**config.mk**
```make
export PLATFORM = sky130hd
export DESIGN_NAME = cpu_busctl
export DESIGN_NICKNAME = d
export VERILOG_FILES = /design/src/rtl/cpu_pkg.sv /design/src/rtl/cpu_cegen.sv /design/src/rtl/cpu_busctl.sv
export SDC_FILE = /design/constraint.sdc
export NUM_CORES = 1
export LEC_CHECK = 0
export BUFFER_PORTS_ARGS = -buffer_cell sky130_fd_sc_hd__buf_2
export CAP_MARGIN = 0
export CELL_PAD_IN_SITES_DETAIL_PLACEMENT = 0
export CELL_PAD_IN_SITES_GLOBAL_PLACEMENT = 2
export CORE_MARGIN = 4
export CORE_UTILIZATION = 36
export DETAILED_ROUTE_END_ITERATION = 6
export PLACE_DENSITY = 0.82
export SLEW_MARGIN = 20
export SYNTH_ARGS = -nofsm -noshare
export SYNTH_HDL_FRONTEND = slang
export SYNTH_SLANG_ARGS = --single-unit
```
**constraint.sdc**
```tcl
create_clock -name clock -period 5.34 [get_ports clock]
set_clock_uncertainty 0.1 [all_clocks]
set_input_delay 1.068 -clock clock [delete_from_list [all_inputs] [get_ports clock]]
set_output_delay 1.068 -clock clock [all_outputs]
set_load 0.05 [all_outputs]
```
**src/rtl/cpu_pkg.sv**
```systemverilog
// cpu_pkg: shared constants and the bus access classification used by the
// CPU bus controller. The decode helper is consumed only by the wait-state
// logic, which is built when CPU_BUSCTL_WAIT_EN is defined.
package cpu_pkg;

    localparam int CPU_CNT_W = 8;   // phase counter width (DIV up to 254)
    localparam int CPU_WS_W  = 3;   // wait counter width (0..7 wait states)
    localparam int CPU_IC_W  = 8;   // interrupt counter width (1..255 T-states)

    typedef enum logic [1:0] {
        ACC_NONE = 2'd0,
        ACC_MEM  = 2'd1,
        ACC_IO   = 2'd2
    } acc_kind_t;

    // Classify the CPU control strobes (all active-low). Refresh (rfsh low)
    // and interrupt acknowledge (m1 low with iorq low) are not accesses.
    function automatic acc_kind_t acc_decode(input logic mreq, input logic iorq,
                                             input logic rfsh, input logic m1);
        acc_kind_t kind;
        kind = ACC_NONE;
        if (!mreq && rfsh) begin
            kind = ACC_MEM;
        end else if (!iorq && m1) begin
            kind = ACC_IO;
        end
        return kind;
    endfunction

endpackage

```
**src/rtl/cpu_cegen.sv**
```systemverilog
// cpu_cegen: T-state clock-enable generator. Divides the system clock by DIV
// (or DIV/2 in turbo) and emits single-cycle cep/cen strobes half a period
// apart. The turbo select is latched only on the last phase so a period is
// never cut short or stretched.
module cpu_cegen
    import cpu_pkg::*;
#(
    parameter int DIV = 8
) (
    input  logic clock,
    input  logic reset,
    input  logic turbo,
    output logic cep,
    output logic cen
);

    localparam logic [CPU_CNT_W-1:0] LAST_FULL  = CPU_CNT_W'(DIV - 1);
    localparam logic [CPU_CNT_W-1:0] LAST_TURBO = CPU_CNT_W'((DIV / 2) - 1);
    localparam logic [CPU_CNT_W-1:0] HALF_FULL  = CPU_CNT_W'(DIV / 2);
    localparam logic [CPU_CNT_W-1:0] HALF_TURBO = CPU_CNT_W'((DIV / 2) / 2);
    localparam logic [CPU_CNT_W-1:0] CNT_ONE    = CPU_CNT_W'(1);

    logic [CPU_CNT_W-1:0] cnt_reg;
    logic                 turbo_sel_reg;
    logic                 cep_reg;
    logic                 cen_reg;
    logic [CPU_CNT_W-1:0] last_next;
    logic [CPU_CNT_W-1:0] half_next;

    // Period end and mid-point for the period currently running.
    always_comb begin
        last_next = turbo_sel_reg ? LAST_TURBO : LAST_FULL;
        half_next = turbo_sel_reg ? HALF_TURBO : HALF_FULL;
    end

    // Phase counter with registered strobes; turbo is latched at wrap only.
    always_ff @(posedge clock) begin
        if (!reset) begin
            cnt_reg       <= '0;
            turbo_sel_reg <= 1'b0;
            cep_reg       <= 1'b0;
            cen_reg       <= 1'b0;
        end else begin
            cep_reg <= (cnt_reg == '0);
            cen_reg <= (cnt_reg == half_next);
            if (cnt_reg == last_next) begin
                cnt_reg       <= '0;
                turbo_sel_reg <= turbo;
            end else begin
                cnt_reg <= cnt_reg + CNT_ONE;
            end
        end
    end

    assign cep = cep_reg;
    assign cen = cen_reg;

endmodule

```
**src/rtl/cpu_busctl.sv**
```systemverilog
// cpu_busctl: CPU bus controller. Generates the T-state clock enables, inserts
// memory/I/O wait states and produces the frame interrupt pulse.
// Wait-state insertion is built only when CPU_BUSCTL_WAIT_EN is defined;
// otherwise wait_n is tied high and MEM_WS/IO_WS have no effect.
module cpu_busctl
    import cpu_pkg::*;
#(
    parameter int DIV     = 8,
    parameter int MEM_WS  = 1,
    parameter int IO_WS   = 2,
    parameter int INT_LEN = 32
) (
    input  logic clock,
    input  logic reset,
    input  logic turbo,
    input  logic vsync,
    input  logic mreq,
    input  logic iorq,
    input  logic rfsh,
    input  logic m1,
    output logic cep,
    output logic cen,
    output logic wait_n,
    output logic int_n
);

    localparam logic [CPU_IC_W-1:0] IC_LOAD = CPU_IC_W'(INT_LEN);
    localparam logic [CPU_IC_W-1:0] IC_ONE  = CPU_IC_W'(1);

    logic cep_w;
    logic cen_w;

    cpu_cegen #(
        .DIV(DIV)
    ) u_cegen (
        .clock(clock),
        .reset(reset),
        .turbo(turbo),
        .cep  (cep_w),
        .cen  (cen_w)
    );

    assign cep = cep_w;
    assign cen = cen_w;

    // ------------------------------------------------------------------
    // Frame interrupt
    // ------------------------------------------------------------------
    logic                vsync_reg;
    logic [CPU_IC_W-1:0] ic_reg;
    logic                int_n_reg;
    logic                vsync_rise;
    logic                int_ack;

    assign vsync_rise = vsync & ~vsync_reg;
    assign int_ack    = ~m1 & ~iorq;

    // Interrupt pulse: a new vsync edge always (re)starts it, even over an
    // acknowledge in the same T-state; otherwise ack or timeout ends it.
    always_ff @(posedge clock) begin
        if (!reset) begin
            vsync_reg <= 1'b0;
            ic_reg    <= '0;
            int_n_reg <= 1'b1;
        end else begin
            vsync_reg <= vsync;
            if (vsync_rise) begin
                ic_reg    <= IC_LOAD;
                int_n_reg <= 1'b0;
            end else if (cep_w && int_ack) begin
                ic_reg    <= '0;
                int_n_reg <= 1'b1;
            end else if (cep_w && (ic_reg != '0)) begin
                ic_reg    <= ic_reg - IC_ONE;
                int_n_reg <= (ic_reg == IC_ONE);
            end
        end
    end

    assign int_n = int_n_reg;

    // ------------------------------------------------------------------
    // Wait-state insertion
    // ------------------------------------------------------------------
`ifdef CPU_BUSCTL_WAIT_EN
    localparam logic [CPU_WS_W-1:0] MEM_LOAD = CPU_WS_W'(MEM_WS);
    localparam logic [CPU_WS_W-1:0] IO_LOAD  = CPU_WS_W'(IO_WS);
    localparam logic [CPU_WS_W-1:0] WC_ONE   = CPU_WS_W'(1);

    acc_kind_t             acc_kind;
    logic [CPU_WS_W-1:0]   ws_next;
    logic [CPU_WS_W-1:0]   wc_reg;
    logic                  armed_reg;
    logic                  wait_n_reg;

    // Wait count applicable to whatever access is on the bus right now.
    always_comb begin
        acc_kind = acc_decode(mreq, iorq, rfsh, m1);
        ws_next  = (acc_kind == ACC_IO) ? IO_LOAD : MEM_LOAD;
    end

    // Wait counter: armed by an idle T-state (mreq and iorq both high), it
    // loads once at the start of an access and counts down per T-state, so
    // back-to-back accesses with no idle gap never get extra waits.
    always_ff @(posedge clock) begin
        if (!reset) begin
            wc_reg     <= '0;
            armed_reg  <= 1'b1;
            wait_n_reg <= 1'b1;
        end else if (cep_w) begin
            if (mreq && iorq) begin
                armed_reg <= 1'b1;
            end
            if ((acc_kind != ACC_NONE) && armed_reg) begin
                armed_reg  <= 1'b0;
                wc_reg     <= ws_next;
                wait_n_reg <= (ws_next == '0);
            end else if (wc_reg != '0) begin
                wc_reg     <= wc_reg - WC_ONE;
                wait_n_reg <= (wc_reg == WC_ONE);
            end
        end
    end

    assign wait_n = wait_n_reg;
`else
    localparam int WS_UNUSED = MEM_WS + IO_WS;
    logic unused_bus;

    // Without wait-state support the CPU is never held.
    assign unused_bus = &{1'b0, mreq, rfsh};
    assign wait_n     = 1'b1;
`endif

endmodule

```
==> results of run 1 <==
[cells in the final DEF, fill, tap and decap left out, drive strengths merged, types with 4 or more instances in the layout]
cell / synthesis / final
dfxtp: 21 / 21
nor2: 24 / 24
nand3: 6 / 6
inv: 7 / 7
ha: 5 / 5
nand2: 6 / 6
buf: 1 / 8
clkbuf: 1 / 4
o21ai: 4 / 4
xor2: 6 / 6
xnor2: 4 / 4
[cells by family after synthesis]
group	count (synthesis)	share of synthesized area
AND/OR/NAND/NOR	53	0.259
flip-flops	21	0.419
AO/OA/AOI/OAI	15	0.111
XOR/XNOR	10	0.0873
buffers and inverters	9	0.0374
adder cells (fa/ha/maj)	5	0.0623
multiplexers	2	0.0200
other	1	0.00374
[cell type report]
cell class | instances | area, um^2
fillers | 273 | 1470
multi-input cells | 86 | 546
flip-flops and latches | 21 | 420
repair buffers | 8 | 40.0
well taps | 30 | 37.5
clock buffers | 4 | 26.3
inverters | 7 | 26.3
[final timing paths]
| kind | from | end | slack, ns |
|---|---|---|---|
| setup / recovery | u_cegen.cep$_SDFF_PN0_ | cep | 3.06 |
| hold reg to reg | u_cegen.cnt_reg[0]$_SDFF_PP0_ | u_cegen.cnt_reg[0]$_SDFF_PP0_ | 0.39 |
| setup reg to reg | ic_reg[0]$_SDFFE_PP0P_ | int_n$_SDFFE_PN1P_ | 3.43 |
| hold / removal | u_cegen.cnt_reg[0]$_SDFF_PP0_ | u_cegen.cnt_reg[0]$_SDFF_PP0_ | 0.39 |
[per-stage QoR]
stage / instance area [um^2] / power (mW) / util / hold WS [ns]
final: 1100 / 0.312 / 0.427 / 0.388
after detailed placement: 1070 / 0.239 / 0.417 / 0.365
after global routing: 1100 / 0.334 / 0.427 / 0.412
after global placement: 1070 / 0.239 / 0.417 / 0.362
after CTS: 1100 / 0.319 / 0.427 / 0.396
after floorplan: 1000 / 0.226 / - / 0.338
[power by group through the flow]
stage                     sequential, mW  clock, mW  combinational, mW
after floorplan                    0.182          0             0.0440
after global placement             0.178          0             0.0605
after detailed placement           0.178          0             0.0610
after CTS                          0.175     0.0833             0.0613
after global routing               0.177     0.0885             0.0686
final                              0.175     0.0765             0.0608
[per-layer routing]
metal | share of wire | global-route usage | up-vias
li1 | - | - | 411
met1 | 0.42 | 0.135 | 372
met2 | 0.54 | 0.212 | 3
met3 | 0.028 | 0.0362 | 2
met4 | 0.0092 | 0.0557 | 0
met5 | 0 | 0 | -
==> reports/qor.csv, run 1 <==
stage;metric;value;unit
min_path;worst min-delay path class;reg -> reg;
clocking;CTS tree;built;
flow_run;maxcap violations;0;
synthesis;Net Count, Synth;129;
synthesis;Mean Syn Cell Area;8.65;um^2
power_and_ir_drop;power density over cell area;285;nW/um^2
synthesis;post-synth top area share;0.419;
clocking;CTS Hold Bufs;0;
place;pre-CTS setup slack;3.26;ns
final_layout;fin cells;156;
timing;f_max;0.438;GHz
synthesis;Yosys cell types;34;
die;# IOs;12;
synthesis;Top FF cell, synth;dfxtp_1;
synthesis;fraction of registers with async set/reset;0;
setup_path;CP Buf/Inv Count;1;
setup_path;critical path class;reg -> out;
setup_path;Worst path depth;1;
synthesis;Post-Synthesis Cells;116;
place;GP Congestion;0.752;
power_and_ir_drop;Comb power frac;0.195;
synthesis;Yosys top cell by area;dfxtp_1;
power_and_ir_drop;VDD IR max;0.161;mV
synthesis;number of flops mapped to enable cells by yosys;0;
setup_path;CP max stage delay;0.50;ns
setup_path;crit path launch type;register;
synthesis;Synth Warn #;0;
place;DP HPWL;1400;um
clocking;latest clock arrival within the worst-skew pair;0.30;ns
power_and_ir_drop;P_int;0.219;mW
power_and_ir_drop;Pleak;0.468;nW
synthesis;flops & latches, synth;21;
die;Initial Util;0.391;
final_layout;Area Growth Syn to Fin;9.23;%
setup_path;Crit. End Element;output pin;
clocking;CTS clk-pin slew, worst paths;0.11;ns
setup_path;cells along the critical path;buf_2;
drt;Vias;788;
setup_path;worst reg2reg path depth;6;
drt;Pre-antenna DRT Iters;4;
setup_path;CP required;4.17;ns
global_route;first-pass GRT wire length;3330;um
drt;Vias/cell;5.05;
power_and_ir_drop;Clock Power Share;0.245;
global_route;largest net degree at the start of global routing;12;
timing;Final setup viols;0;
timing;part of the cycle the worst path needs;0.427;
synthesis;top area cells in the synthesized netlist;dfxtp_1 (42%), nor2_1 (9.0%), ha_1 (6.2%), xor2_1 (5.2%), xnor2_1 (3.5%);
global_route;vias in the first global route;781;
final_layout;final net count;140;
synthesis;Mapped Area;1000;um^2
setup_path;crit-path leading delay family;flip-flops;
die;Die W;60.8;um
drt;ANT nets after route;0;
clocking;Root Driver;clkbuf_4;
synthesis;synth cell count leaders;nor2_1 (24), dfxtp_1 (21), inv_1 (7);
die;die outline height;60.8;um
clocking;CTS max path bufs;2;
power_and_ir_drop;switching power;0.0931;mW
die;Core Area;2570;um^2
clocking;total CTS buffers;3;
drt;Remaining DRCs;0;
min_path;hold path depth;1;
final_layout;share of cells above drive strength 1;0.119;
synthesis;count leader, synth;nor2_1;
timing;Setup WS post-layout;3.06;ns
place;buffers added on ports;8;
die;row count;18;
clocking;buffer count from post-CTS setup fixing;0;
global_route;initial antenna violation count;0;
timing;RSZ-0062 raised after global routing;no;
global_route;GRT Util Overall;0.122;
timing;final critical-path required period;2.28;ns
setup_path;Slowest-stage cell, CP;dfxtp_1;
clocking;Clock Sinks;21;
setup_path;CP arrival;1.11;ns
run_status;status;completed;
drt;Routed wire per std cell;11.8;um
timing;final setup TNS;0;ns
final_layout;# diodes;0;
clocking;H-tree depth;1;
power_and_ir_drop;sequential share of power;0.560;
die;Die Area;3700;um^2
synthesis;fraction of the yosys area taken by sequential cells;0.419;
setup_path;critical path fanouts, max;7;
drt;initial DRC count;17;
timing;final hold vios;0;
global_route;grt total ovfl;0;
place;DP Cell Count;152;
clocking;Post-CTS Resized;0;
timing;Max Slew Vio Count;0;
drt;final WL;1840;um
power_and_ir_drop;Sw Share;0.298;
No activity file was read; power rests on OpenSTA's default activity.
==> run 2, diff against run 1 <==
CORE_UTILIZATION = 33   (was 36)
PLACE_DENSITY = 0.76   (was 0.82)
clock period = 2.2 ns   (was 5.34 ns; I/O delays follow)
==> reports/qor.csv, run 2 (synthesis gave the netlist of run 1 again) <==
stage;metric;value;unit
die;Die Area;3990;um^2
timing;final critical-path required period;1.85;ns
min_path;hold_sp;reset;
timing;RSZ-0062 raised after global routing;no;
setup_path;Reg-to-Reg Start;ic_reg[0]$_SDFFE_PP0P_;
power_and_ir_drop;VDD IR max;0.258;mV
setup_path;Crit. End Element;register;
power_and_ir_drop;Pleak;0.468;nW
final_layout;final net count;140;
drt;Vias;804;
global_route;first-pass GRT wire length;3390;um
setup_path;crit path launch type;register;
timing;final setup TNS;0;ns
die;Core Area;2830;um^2
timing;Max Slew Vio Count;0;
setup_path;setup slack, reg-to-reg;0.35;ns
drt;Vias/cell;5.12;
timing;part of the cycle the worst path needs;0.841;
global_route;largest net degree at the start of global routing;12;
drt;Remaining DRCs;0;
global_route;GRT Util Overall;0.107;
min_path;Hold Crit Endpoint;int_n$_SDFFE_PN1P_;
setup_path;cells along the critical path;inv_1 > ha_1 > or4b_4 > o21a_4 > o211a_1 > o21ai_2;
final_layout;leading cell types in the layout, fill and taps excluded;nor2_1 (24), dfxtp_1 (21), buf_2 (8), inv_1 (7);
clocking;buffer count from post-CTS setup fixing;0;
clocking;CTS clk-pin slew, worst paths;0.12;ns
setup_path;Slowest-stage cell, CP;or4b_4;
timing;final hold vios;0;
final_layout;Area Growth Syn to Fin;9.35;%
global_route;vias in the first global route;803;
die;row count;19;
place;GP Congestion;0.722;
die;die outline height;63.1;um
timing;Hold Worst Slack;0.257;ns
final_layout;commonest non-fill, non-tap cell in the layout;nor2_1;
drt;final WL;1910;um
clocking;Post-CTS Resized;0;
setup_path;CP arrival;2.00;ns
die;# IOs;12;
clocking;latest clock arrival within the worst-skew pair;0.30;ns
drt;initial DRC count;37;
setup_path;R2R Path End;int_n$_SDFFE_PN1P_;
clocking;total CTS buffers;3;
setup_path;CP required;2.35;ns
timing;Final setup viols;0;
power_and_ir_drop;power density over cell area;685;nW/um^2
setup_path;CP max stage delay;0.49;ns
final_layout;# diodes;0;
drt;Routed wire per std cell;12.1;um
final_layout;share of cells above drive strength 1;0.119;
clocking;H-tree depth;1;
final_layout;Core Util, Final;0.388;
min_path;hold path depth;2;
die;Die W;63.1;um
clocking;Root Driver;clkbuf_4;
min_path;worst min-delay path class;in -> reg;
place;buffers added on ports;8;
final_layout;fin cells;157;
drt;Pre-antenna DRT Iters;4;
setup_path;critical path fanouts, max;5;
setup_path;critical path class;reg -> reg;
run_status;status;completed;
global_route;grt total ovfl;0;
setup_path;worst reg2reg path depth;6;
place;DP HPWL;1450;um
global_route;initial antenna violation count;0;
die;Initial Util;0.355;
clocking;CTS tree;built;
drt;ANT nets after route;0;
timing;f_max;0.540;GHz
clocking;CTS max path bufs;2;
place;DP Cell Count;153;
clocking;Clock Sinks;21;
flow_run;maxcap violations;0;
clocking;CTS Hold Bufs;0;
power_and_ir_drop;total power;0.752;mW
[run 2: layer usage]
layer | up-vias | global-route usage | wire [um]
li1 | 413 | - | -
met1 | 375 | 0.115 | 806
met2 | 14 | 0.192 | 1020
met3 | 2 | 0.0213 | 59
met4 | 0 | 0.0634 | 20
met5 | - | 0 | 0
[run 2: final cells by class]
type                            count  area [um^2]
Clock buffer                        4         26.3
Fill cell                         296         1730
Inverter                            7         26.3
Multi-Input combinational cell     86          546
Sequential cell                    21          420
Tap cell                           31         38.8
Timing Repair Buffer                8         40.0
[run 2: worst max path at each step]
stage                           startpoint                 end  slack (ns)  depth (start not counted)
detailed placement  ic_reg[0]$_SDFFE_PP0P_  int_n$_SDFFE_PN1P_        0.37                          6
global route        ic_reg[0]$_SDFFE_PP0P_  int_n$_SDFFE_PN1P_        0.24                          6
global placement    ic_reg[0]$_SDFFE_PP0P_  int_n$_SDFFE_PN1P_        0.38                          6
floorplan           ic_reg[0]$_SDFFE_PP0P_  int_n$_SDFFE_PN1P_        0.46                          6
CTS                 ic_reg[0]$_SDFFE_PP0P_  int_n$_SDFFE_PN1P_        0.34                          6
finish              ic_reg[0]$_SDFFE_PP0P_  int_n$_SDFFE_PN1P_        0.35                          6
[run 2: worst max-delay path, delay by kind of cell, from the launching register on]
family                   cells  cell delay, ns
flip-flops                   1            0.38
adder cells (fa/ha/maj)      1            0.18
AND/OR/NAND/NOR              1            0.49
AO/OA/AOI/OAI                3            0.56
buffers and inverters        1            0.09
[run 2: metrics by stage]
| step | setup WS, ns | area [um^2] |
|---|---|---|
| 2_1_floorplan | 0.458 | 1000 |
| 3_3_place_gp | 0.380 | 1070 |
| 3_5_place_dp | 0.368 | 1070 |
| 4_1_cts | 0.338 | 1100 |
| 5_1_grt | 0.241 | 1100 |
| 6_report | 0.349 | 1100 |
[run 2: report_power, final]
part           total, mW  internal (mW)  switching, mW  leakage (nW)
logic              0.146         0.0612         0.0845         0.282
clock network      0.181         0.0705          0.111        0.0150
registers          0.425          0.400         0.0253         0.171
total              0.752          0.531          0.220         0.468
==> run 3, diff against run 2 <==
ABC_AREA = 1   (was unset)
CORE_UTILIZATION = 29   (was 33)
PLACE_DENSITY = 0.73   (was 0.76)
clock period = 1.5 ns   (was 2.2 ns; I/O delays follow)
==> reports/qor.csv, run 3 <==
stage;metric;value;unit
run_status;status;completed;
power_and_ir_drop;Comb power frac;0.247;
min_path;worst min-delay path class;in -> reg;
global_route;grt total ovfl;0;
setup_path;worst reg2reg path depth;7;
place;DP HPWL;1670;um
final_layout;leading cell types in the layout, fill and taps excluded;nand2_1 (29), nor2_1 (21), dfxtp_1 (17), inv_1 (16), nand3_1 (10);
clocking;Clock Sinks;21;
drt;initial DRC count;43;
synthesis;Top FF cell, synth;dfxtp_1;
clocking;latest clock arrival within the worst-skew pair;0.26;ns
die;die outline height;69.9;um
synthesis;Post-Synthesis Cells;147;
power_and_ir_drop;VDD IR max;0.632;mV
die;Initial Util;0.302;
die;Die W;69.9;um
synthesis;synth cell count leaders;nand2_1 (29), dfxtp_1 (21), nor2_1 (21);
drt;ANT nets after route;0;
place;DP Cell Count;204;
synthesis;top area cells in the synthesized netlist;dfxtp_1 (38%), nand2_1 (9.8%), nor2_1 (7.1%), inv_1 (5.7%), ha_1 (5.6%);
final_layout;# diodes;0;
timing;part of the cycle the worst path needs;0.920;
final_layout;share of cells above drive strength 1;0.235;
final_layout;fin cells;210;
drt;Vias;932;
power_and_ir_drop;Pleak;0.543;nW
power_and_ir_drop;P_int;0.896;mW
setup_path;crit path launch type;register;
synthesis;Synth Warn #;0;
clocking;CTS max path bufs;2;
setup_path;critical path fanouts, max;8;
die;row count;22;
clocking;H-tree depth;1;
drt;Pre-antenna DRT Iters;4;
setup_path;Crit. End Element;register;
global_route;GRT Util Overall;0.104;
clocking;CTS clk-pin slew, worst paths;0.08;ns
final_layout;final net count;176;
flow_run;maxcap violations;0;
global_route;vias in the first global route;970;
power_and_ir_drop;Sw Share;0.324;
die;Die Area;4890;um^2
synthesis;flops & latches, synth;21;
clocking;total CTS buffers;3;
final_layout;Area Growth Syn to Fin;17.4;%
place;GP Congestion;0.823;
setup_path;CP required;1.55;ns
place;buffers added on ports;8;
timing;Final setup viols;0;
power_and_ir_drop;power density over cell area;1020;nW/um^2
timing;f_max;0.724;GHz
setup_path;R2R Path End;int_n$_SDFFE_PN1P_;
final_layout;Core Util, Final;0.354;
setup_path;Reg-to-Reg Start;ic_reg[0]$_SDFFE_PP0P_;
synthesis;Mapped Area;1110;um^2
synthesis;Mean Syn Cell Area;7.57;um^2
setup_path;critical path class;reg -> reg;
synthesis;Net Count, Synth;160;
setup_path;setup slack, reg-to-reg;0.12;ns
timing;final critical-path required period;1.38;ns
final_layout;commonest non-fill, non-tap cell in the layout;nand2_1;
power_and_ir_drop;switching power;0.431;mW
clocking;CTS tree;built;
synthesis;count leader, synth;nand2_1;
setup_path;CP Capture Point;int_n$_SDFFE_PN1P_;
setup_path;start point of the critical path;ic_reg[0]$_SDFFE_PP0P_;
min_path;hold path depth;3;
timing;final setup TNS;0;ns
clocking;CTS Hold Bufs;0;
power_and_ir_drop;Clock Power Share;0.287;
synthesis;Yosys cell types;27;
drt;Remaining DRCs;0;
clocking;Root Driver;clkbuf_8;
timing;Max Slew Vio Count;0;
timing;final hold vios;0;
synthesis;fraction of the yosys area taken by sequential cells;0.378;
die;# IOs;12;
global_route;largest net degree at the start of global routing;13;
global_route;initial antenna violation count;0;
drt;final WL;2170;um
drt;Vias/cell;4.44;
synthesis;post-synth top area share;0.378;
power_and_ir_drop;sequential share of power;0.466;
drt;Routed wire per std cell;10.3;um
synthesis;fraction of registers with async set/reset;0;
global_route;first-pass GRT wire length;4170;um
die;Core Area;3690;um^2
setup_path;CP arrival;1.44;ns
synthesis;number of flops mapped to enable cells by yosys;0;
synthesis;Yosys top cell by area;dfxtp_1;
-- run 3: cell types whose count changed in the layout (fill, tap and decap cells not counted), sizes merged, moves of 3 or more --
cell / previous run / this run
nand2: 6 / 33
nand4: 1 / 5
nor2: 24 / 27
buf: 8 / 12
a21oi: 3 / 9
inv: 7 / 18
nand3: 6 / 11
-- run 3: worst min-delay path by stage --
stage	from	end	slack (ns)
2_1_floorplan	reset	int_n$_SDFFE_PN1P_	0.28
3_3_place_gp	u_cegen.cnt_reg[0]$_SDFF_PP0_	u_cegen.cnt_reg[0]$_SDFF_PP0_	0.35
3_5_place_dp	u_cegen.cnt_reg[0]$_SDFF_PP0_	u_cegen.cnt_reg[0]$_SDFF_PP0_	0.36
4_1_cts	vsync	vsync_reg$_SDFF_PN0_	0.12
5_1_grt	vsync	vsync_reg$_SDFF_PN0_	0.14
6_report	vsync	vsync_reg$_SDFF_PN0_	0.12
-- run 3: through the flow --
step | worst slack, ns | total power, mW | hold slack (ns) | area (um^2)
floorplan | 0.164 | 0.882 | 0.284 | 1110
global placement | 0.0584 | 0.948 | 0.347 | 1220
detailed placement | 0.0398 | 0.949 | 0.359 | 1220
CTS | 0.0250 | 1.33 | 0.119 | 1270
global route | -0.000313 | 1.41 | 0.138 | 1310
finish | 0.120 | 1.33 | 0.124 | 1310
-- run 3: area by class of cell --
cell class              count  area [um^2]
clock inverters             1         5.00
clock buffers               3         41.3
well taps                  48         60.1
fillers                   404         2380
repair buffers             12         70.1
flip-flops and latches     21          425
multi-input cells         107          637
inverters                  18         67.6
-- run 3: cell families after synthesis --
kind of cell | share of synthesized area
other | 0.00337
DFF | 0.378
buffers and inverters | 0.0675
and+or+nand+nor | 0.370
AOI/OAI and AO/OA | 0.0776
xor gates and xnor gates | 0.0472
adders and majority gates | 0.0562
-- run 3: critical path, cell delays in order, from the launching register on --
cell and delay [ns]:
dfxtp_2 0.34, inv_1 0.08, ha_2 0.20, nand2_4 0.07
o21ai_4 0.26, nand2_1 0.08, nand3_1 0.07, nand3_1 0.06
-- run 3: repair_timing --
| action | in CTS | in global routing |
|---|---|---|
| resized for setup | 0 | 8 |
| buffers inserted | 0 | 2 |
| endpoints found under the setup margin | 0 | 13 |
-- run 3: power by group through the flow --
stage,combinational [mW],clock [mW],sequential (mW)
6_report,0.327,0.381,0.619
2_1_floorplan,0.231,0,0.651
3_5_place_dp,0.318,0,0.631
3_3_place_gp,0.318,0,0.630
4_1_cts,0.319,0.396,0.617
5_1_grt,0.374,0.416,0.625
-- run 3: per-layer routing --
metal,share of wire,up-vias,track usage
met4,0.011,0,0.0319
met2,0.54,6,0.197
li1,-,501,-
met1,0.43,423,0.110
met3,0.018,2,0.0302
met5,0,-,0
